<file path="src/rtl/b205_pwrup_seq.sv">
// b205_pwrup_seq
// Power-up and re-synchronisation sequencer for the B205 clock/reset/codec
// path. It waits for the clock generator to hold lock for LOCK_HOLDOFF
// cycles, releases the bus resets, pulses the AD9364 reset for
// CAT_RST_CYCLES, waits CAT_SETTLE_CYCLES for the codec and then raises
// ready. Losing lock at any point after WAIT_LOCK restarts the sequence.
//
// Ports
//   bus_clk        in   100 MHz bus clock, all logic in this domain
//   reset_global   in   asynchronous active-high reset
//   locked         in   clock-generator lock (asynchronous, synchronised here)
//   sw_resync      in   single-cycle request to re-run the codec reset (RUN only)
//   clocks_ready   out  clocks stable (CAT_RST, CAT_SETTLE, RUN)
//   bus_rst_req    out  always !clocks_ready
//   cat_resetn     out  AD9364 RESETB, active-low (high in CAT_SETTLE, RUN)
//   cat_en         out  AD9364 ENABLE (CAT_RST, CAT_SETTLE, RUN)
//   ready          out  full sequence complete (RUN)
//   state          out  current state encoding
//   lock_lost_cnt  out  saturating count of lock-loss events
//
// Handshake: there is no valid/ready traffic here; sw_resync is a plain
// one-cycle strobe that is acted on only when sampled in RUN and is
// otherwise dropped, never held pending.
module b205_pwrup_seq #(
  parameter int LOCK_HOLDOFF      = 65535,
  parameter int CAT_RST_CYCLES    = 1000,
  parameter int CAT_SETTLE_CYCLES = 100000,
  parameter int CNT_W             = 20
) (
  input  logic       bus_clk,
  input  logic       reset_global,
  input  logic       locked,
  input  logic       sw_resync,
  output logic       clocks_ready,
  output logic       bus_rst_req,
  output logic       cat_resetn,
  output logic       cat_en,
  output logic       ready,
  output logic [2:0] state,
  output logic [7:0] lock_lost_cnt
);

  typedef enum logic [2:0] {
    IDLE       = 3'd0,
    WAIT_LOCK  = 3'd1,
    HOLDOFF    = 3'd2,
    CAT_RST    = 3'd3,
    CAT_SETTLE = 3'd4,
    RUN        = 3'd5
  } state_t;

  localparam logic [CNT_W-1:0] HOLD_LAST   = CNT_W'(LOCK_HOLDOFF - 1);
  localparam logic [CNT_W-1:0] RST_LAST    = CNT_W'(CAT_RST_CYCLES - 1);
  localparam logic [CNT_W-1:0] SETTLE_LAST = CNT_W'(CAT_SETTLE_CYCLES - 1);

  state_t           state_q;
  state_t           next_state;
  logic [CNT_W-1:0] cnt_q;
  logic [CNT_W-1:0] cnt_next;
  logic             locked_m;
  logic             locked_s;
  logic             lock_lost;
  logic             clocks_ready_d;
  logic             cat_resetn_d;
  logic             cat_en_d;
  logic             ready_d;

  // Two-flop synchroniser for the asynchronous lock input.
  always_ff @(posedge bus_clk or posedge reset_global) begin
    if (reset_global) begin
      locked_m <= 1'b0;
      locked_s <= 1'b0;
    end else begin
      locked_m <= locked;
      locked_s <= locked_m;
    end
  end

  // State register, counter, registered outputs and lock-loss counter.
  always_ff @(posedge bus_clk or posedge reset_global) begin
    if (reset_global) begin
      state_q       <= IDLE;
      cnt_q         <= '0;
      clocks_ready  <= 1'b0;
      cat_resetn    <= 1'b0;
      cat_en        <= 1'b0;
      ready         <= 1'b0;
      lock_lost_cnt <= 8'd0;
    end else begin
      state_q      <= next_state;
      cnt_q        <= cnt_next;
      clocks_ready <= clocks_ready_d;
      cat_resetn   <= cat_resetn_d;
      cat_en       <= cat_en_d;
      ready        <= ready_d;
      if (lock_lost && (lock_lost_cnt != 8'hFF)) begin
        lock_lost_cnt <= lock_lost_cnt + 8'd1;
      end
    end
  end

  // Next-state logic. Lock loss is tested before any timer exit or
  // sw_resync so it always wins a same-cycle conflict.
  always_comb begin
    next_state = state_q;
    lock_lost  = 1'b0;
    case (state_q)
      IDLE: next_state = WAIT_LOCK;
      WAIT_LOCK: begin
        if (locked_s) next_state = HOLDOFF;
      end
      HOLDOFF: begin
        if (!locked_s) begin
          next_state = WAIT_LOCK;
          lock_lost  = 1'b1;
        end else if (cnt_q == HOLD_LAST) begin
          next_state = CAT_RST;
        end
      end
      CAT_RST: begin
        if (!locked_s) begin
          next_state = WAIT_LOCK;
          lock_lost  = 1'b1;
        end else if (cnt_q == RST_LAST) begin
          next_state = CAT_SETTLE;
        end
      end
      CAT_SETTLE: begin
        if (!locked_s) begin
          next_state = WAIT_LOCK;
          lock_lost  = 1'b1;
        end else if (cnt_q == SETTLE_LAST) begin
          next_state = RUN;
        end
      end
      RUN: begin
        if (!locked_s) begin
          next_state = WAIT_LOCK;
          lock_lost  = 1'b1;
        end else if (sw_resync) begin
          next_state = CAT_RST;
        end
      end
      default: next_state = IDLE;
    endcase
  end

  // Counter clears on every state entry and only advances inside the timed
  // states; the exit compare guarantees it never runs past PARAM-1.
  always_comb begin
    cnt_next = '0;
    if ((next_state == state_q) &&
        ((state_q == HOLDOFF) || (state_q == CAT_RST) || (state_q == CAT_SETTLE))) begin
      cnt_next = cnt_q + CNT_W'(1);
    end
  end

  // Output decode from next_state so the registered outputs change on the
  // same edge as the state register.
  always_comb begin
    clocks_ready_d = 1'b0;
    cat_en_d       = 1'b0;
    cat_resetn_d   = 1'b0;
    ready_d        = 1'b0;
    case (next_state)
      CAT_RST: begin
        clocks_ready_d = 1'b1;
        cat_en_d       = 1'b1;
      end
      CAT_SETTLE: begin
        clocks_ready_d = 1'b1;
        cat_en_d       = 1'b1;
        cat_resetn_d   = 1'b1;
      end
      RUN: begin
        clocks_ready_d = 1'b1;
        cat_en_d       = 1'b1;
        cat_resetn_d   = 1'b1;
        ready_d        = 1'b1;
      end
      default: ;
    endcase
  end

  assign state       = state_q;
  assign bus_rst_req = ~clocks_ready;

endmodule

</file>
<file path="config.mk">
export PLATFORM = sky130hd
export DESIGN_NAME = b205_pwrup_seq
export DESIGN_NICKNAME = d
export VERILOG_FILES = /design/src/rtl/b205_pwrup_seq.sv
export SDC_FILE = /design/constraint.sdc
export NUM_CORES = 1
export LEC_CHECK = 0
export ABC_AREA = 0
export CAP_MARGIN = 20
export CORE_MARGIN = 4
export CORE_UTILIZATION = 60
export CTS_CLUSTER_SIZE = 24
export DETAILED_ROUTE_END_ITERATION = 12
export PLACE_DENSITY = 0.84
export RECOVER_POWER = 100
export SYNTH_ARGS = -nofsm -noshare
export SYNTH_HDL_FRONTEND = slang
export SYNTH_SLANG_ARGS = --single-unit
</file>
<file path="constraint.sdc">
create_clock -name bus_clk -period 4.8 [get_ports bus_clk]
set_input_delay 0.72 -clock bus_clk [delete_from_list [all_inputs] [get_ports bus_clk]]
set_output_delay 0.72 -clock bus_clk [all_outputs]
set_load 0.01 [all_outputs]
</file>
==> summary.md <==
| Metric | Value |
|---|---|
| Status | finished with violations |
| Violated checks | max-capacitance violations, max-slew violations |
| Max rail drop VDD | 248.2 µV |
| Worst-Margin Slew | 1803 ps |
| DR DRC count | 0 |
| Routed length per instance | 14.24 µm |
| R2R Setup Slk | 2370 ps |
| Die width | 65.09 µm |
| Later-pin clock latency in the skew report | 340 ps |
| Total length of routed wires | 3732 µm |
| Clk sinks | 36 |
| Fin nets | 224 |
| CTS tree | yes |
| Kind of critical path | input port to asynchronous set/reset pin |
| Hold Buf Count CTS | 0 |
| Vias in the first global route | 1449 |
| Multi-input gate area | 927.1 µm² |
| GRT overflow | 0 |
| CP Max Fanout | 36 |
| FF/Latch Area | 900.9 µm² |
| R2r startpoint | cnt_q[0] |
| Fin crit period | 2497 ps |
| Initial core utilization | 63.54% |
| Postcts setup bufs | 0 |
| DP Area | 0.002133 mm² |
| DR pass1 iterations | 4 |
| Cells after synthesis | 203 |
| Post-CTS sizing | 0 |
| Clock Pin Slew Worst Setup and Hold Paths | 100 ps |
| Fill cell count | 251 |
| IO Count | 20 |
| Layout Cell Area excl Fill | 0.002180 mm² |
| Cts bufs inserted | 5 |
| Final Cycle Share | 52.03% |
| Die area | 0.004237 mm² |
| Cell variety after synth | 42 |
| Vias | 1475 |
| Synth Cell Area | 0.001956 mm² |
| Antenna diode count | 0 |
| Total core area | 0.003078 mm² |
| Area grow syn2layout | 11.45% |
| P per Cell Area | 336.5 mW/mm² |
| WP data arrival | 2620 ps |
| Gp weighted congestion | 0.8516 |
| Worst setup path startpoint | reset_global |
| CP peak stage delay | 1290 ps |
| Root Buffer | clkbuf_4 |
| DRT antenna net count | 0 |
| Initial antenna violation count | 0 |
| Slew HR | -20.22% |
| Synthesized Nets | 210 |
| Fmax | 400.4 MHz |
| H-tree levels | 2 |
| Pleak | 1.068 nW |
| Worst-path cell chain | dlygate4sd3_1 > inv_1 > clkbuf_1 |
| RSZ-0062 raised after global routing | no |
| Startpoint Class | input port |
| Routed vias/inst | 5.630 |
| CP Capture Type | asynchronous set/reset pin |
| Synthesis Warnings | 0 |
| Max-cap violation count | 1 |
| GRT Util Overall | 20.15% |
| Final hold vios | 0 |
| Row Count | 20 |
| Slew Limit Fails | 37 |
| First-pass GRT wire length | 6548 µm |
| Synthesis-stage register bit count | 36 |
| Worst path slowest cell | clkbuf_1 |
| Initial DRC count | 126 |
| Critical Path RT | 4920 ps |
| IO Port Bufs | 19 |
| Layout cells sized above 1 | 6.422% |
| Synthesized area per cell | 9.634 µm² |
| Hold Crit Class | flip-flop to flip-flop |
| Largest net degree at the start of global routing | 37 |
| Clock Tree Buf Depth | 2 |
| Setup TNS | 0 ps |
| Hpwl dp | 2767 µm |
| Setup Viol. Count Final | 0 |
| Hold Crit Start | locked_m |
| Setup Skew | 9.508 ps |
| Chip height | 65.09 µm |
| Seq/Total Area, Yosys | 46.07% |
==> path summary, 6_finish.rpt <==
kind,depth (start not counted),end
setup / recovery,3,cnt_q[4]
hold / removal,0,locked_s
setup reg to reg,5,cnt_q[0]
hold reg to reg,0,locked_s
max in group bus_clk,5,cnt_q[0]
min in group asynchronous,3,cnt_q[5]
==> final cells by class <==
class,instances,share of cell area [%]
Clock inverter,2,0.4592
Inverter,11,1.894
Clock buffer,6,2.354
Tap cell,44,2.526
Sequential cell,36,41.33
Timing Repair Buffer,20,8.898
Multi-Input combinational cell,143,42.54
==> per-layer routing <==
metal	GRT usage (%)	up-vias	wire length, µm
li1	-	724	-
met1	25.65	715	1605
met2	33.59	27	1923
met3	4.444	9	131
met4	7.772	0	72
met5	0	-	0
==> sequential cells by signal (all words and copies together), names as in the netlist <==
name	flops
cat_en	1
cat_resetn	1
cnt_q	20
lock_lost_cnt	8
locked_m	1
locked_s	1
ready	1
state	3
==> critical path: cells and delay by family <==
family | cells | cell delay (ps)
buf+inv | 3 | 1880
==> cells by family after synthesis <==
kind of cell,after synthesis,synth area share (%)
simple gates,98,27.83
flops,36,46.07
xor+xnor,26,11.64
buf+inv,24,5.950
compound gates,15,6.014
fa+ha+maj,3,1.920
mux,1,0.5758
==> metrics by stage <==
step                      utilization, %  power (mW)  hold slack, ps  setup WS [ps]  instances
after global placement             69.31      0.5823           337.2           2579        254
after floorplan                        -      0.5093           331.2           2843        203
after detailed placement           69.31      0.5901           335.8           2413        254
after CTS                          71.30      0.7587           359.6           2393        262
final                              70.81      0.7334           356.2           2303        262
after global routing               70.81      0.7855           381.8           1885        262
==> placed cells by master, fill, tap and decap left out, types with 2 or more instances in the layout <==
cell type      instances
dlygate4sd3_1         18
xnor2_1               15
nor4b_1                2
ha_1                   3
nand4_1                6
clkbuf_4               5
nor3_1                 7
and2_1                 3
nand3_1               10
nor4_1                 9
and3_1                 6
nor3b_1                3
a21oi_1                3
xor2_1                11
and4_1                 2
nand2_1               22
inv_1                 11
dfrtp_1               36
nand2b_1               2
nor2_1                19
clkinv_2               2
o21ai_0                3
==> cell usage after synthesis, drive strengths merged <==
library cell / number / area share (%)
a211o: 1 / 0.45
a211oi: 1 / 0.38
a21oi: 3 / 0.77
a311o: 1 / 0.51
a311oi: 1 / 0.77
a31o: 1 / 0.45
a32o: 1 / 0.51
and2: 3 / 0.96
and3: 6 / 1.9
and4: 2 / 0.90
and4b: 1 / 0.51
buf: 9 / 3.0
clkbuf: 4 / 0.83
dfrtp: 36 / 46
ha: 3 / 1.9
inv: 11 / 2.1
mux2: 1 / 0.58
nand2: 22 / 4.2
nand2b: 2 / 0.64
nand3: 10 / 2.6
nand4: 6 / 1.9
nand4b: 2 / 1.7
nor2: 19 / 3.6
nor2b: 1 / 0.32
nor3: 7 / 2.0
nor3b: 3 / 1.2
nor4: 9 / 2.9
nor4b: 2 / 0.90
nor4bb: 1 / 0.51
o211ai: 1 / 0.38
o21ai: 3 / 0.77
o21ba: 1 / 0.51
o311a: 1 / 0.51
or4: 1 / 0.58
or4b: 1 / 0.51
xnor2: 15 / 6.7
xor2: 11 / 4.9
==> where the power goes <==
part           internal, mW  switching (mW)  total (mW)
clock                0.0697          0.0999       0.170
combinational        0.0900          0.0885       0.179
sequential            0.338          0.0476       0.385
Power figures use the tool's default switching activity.
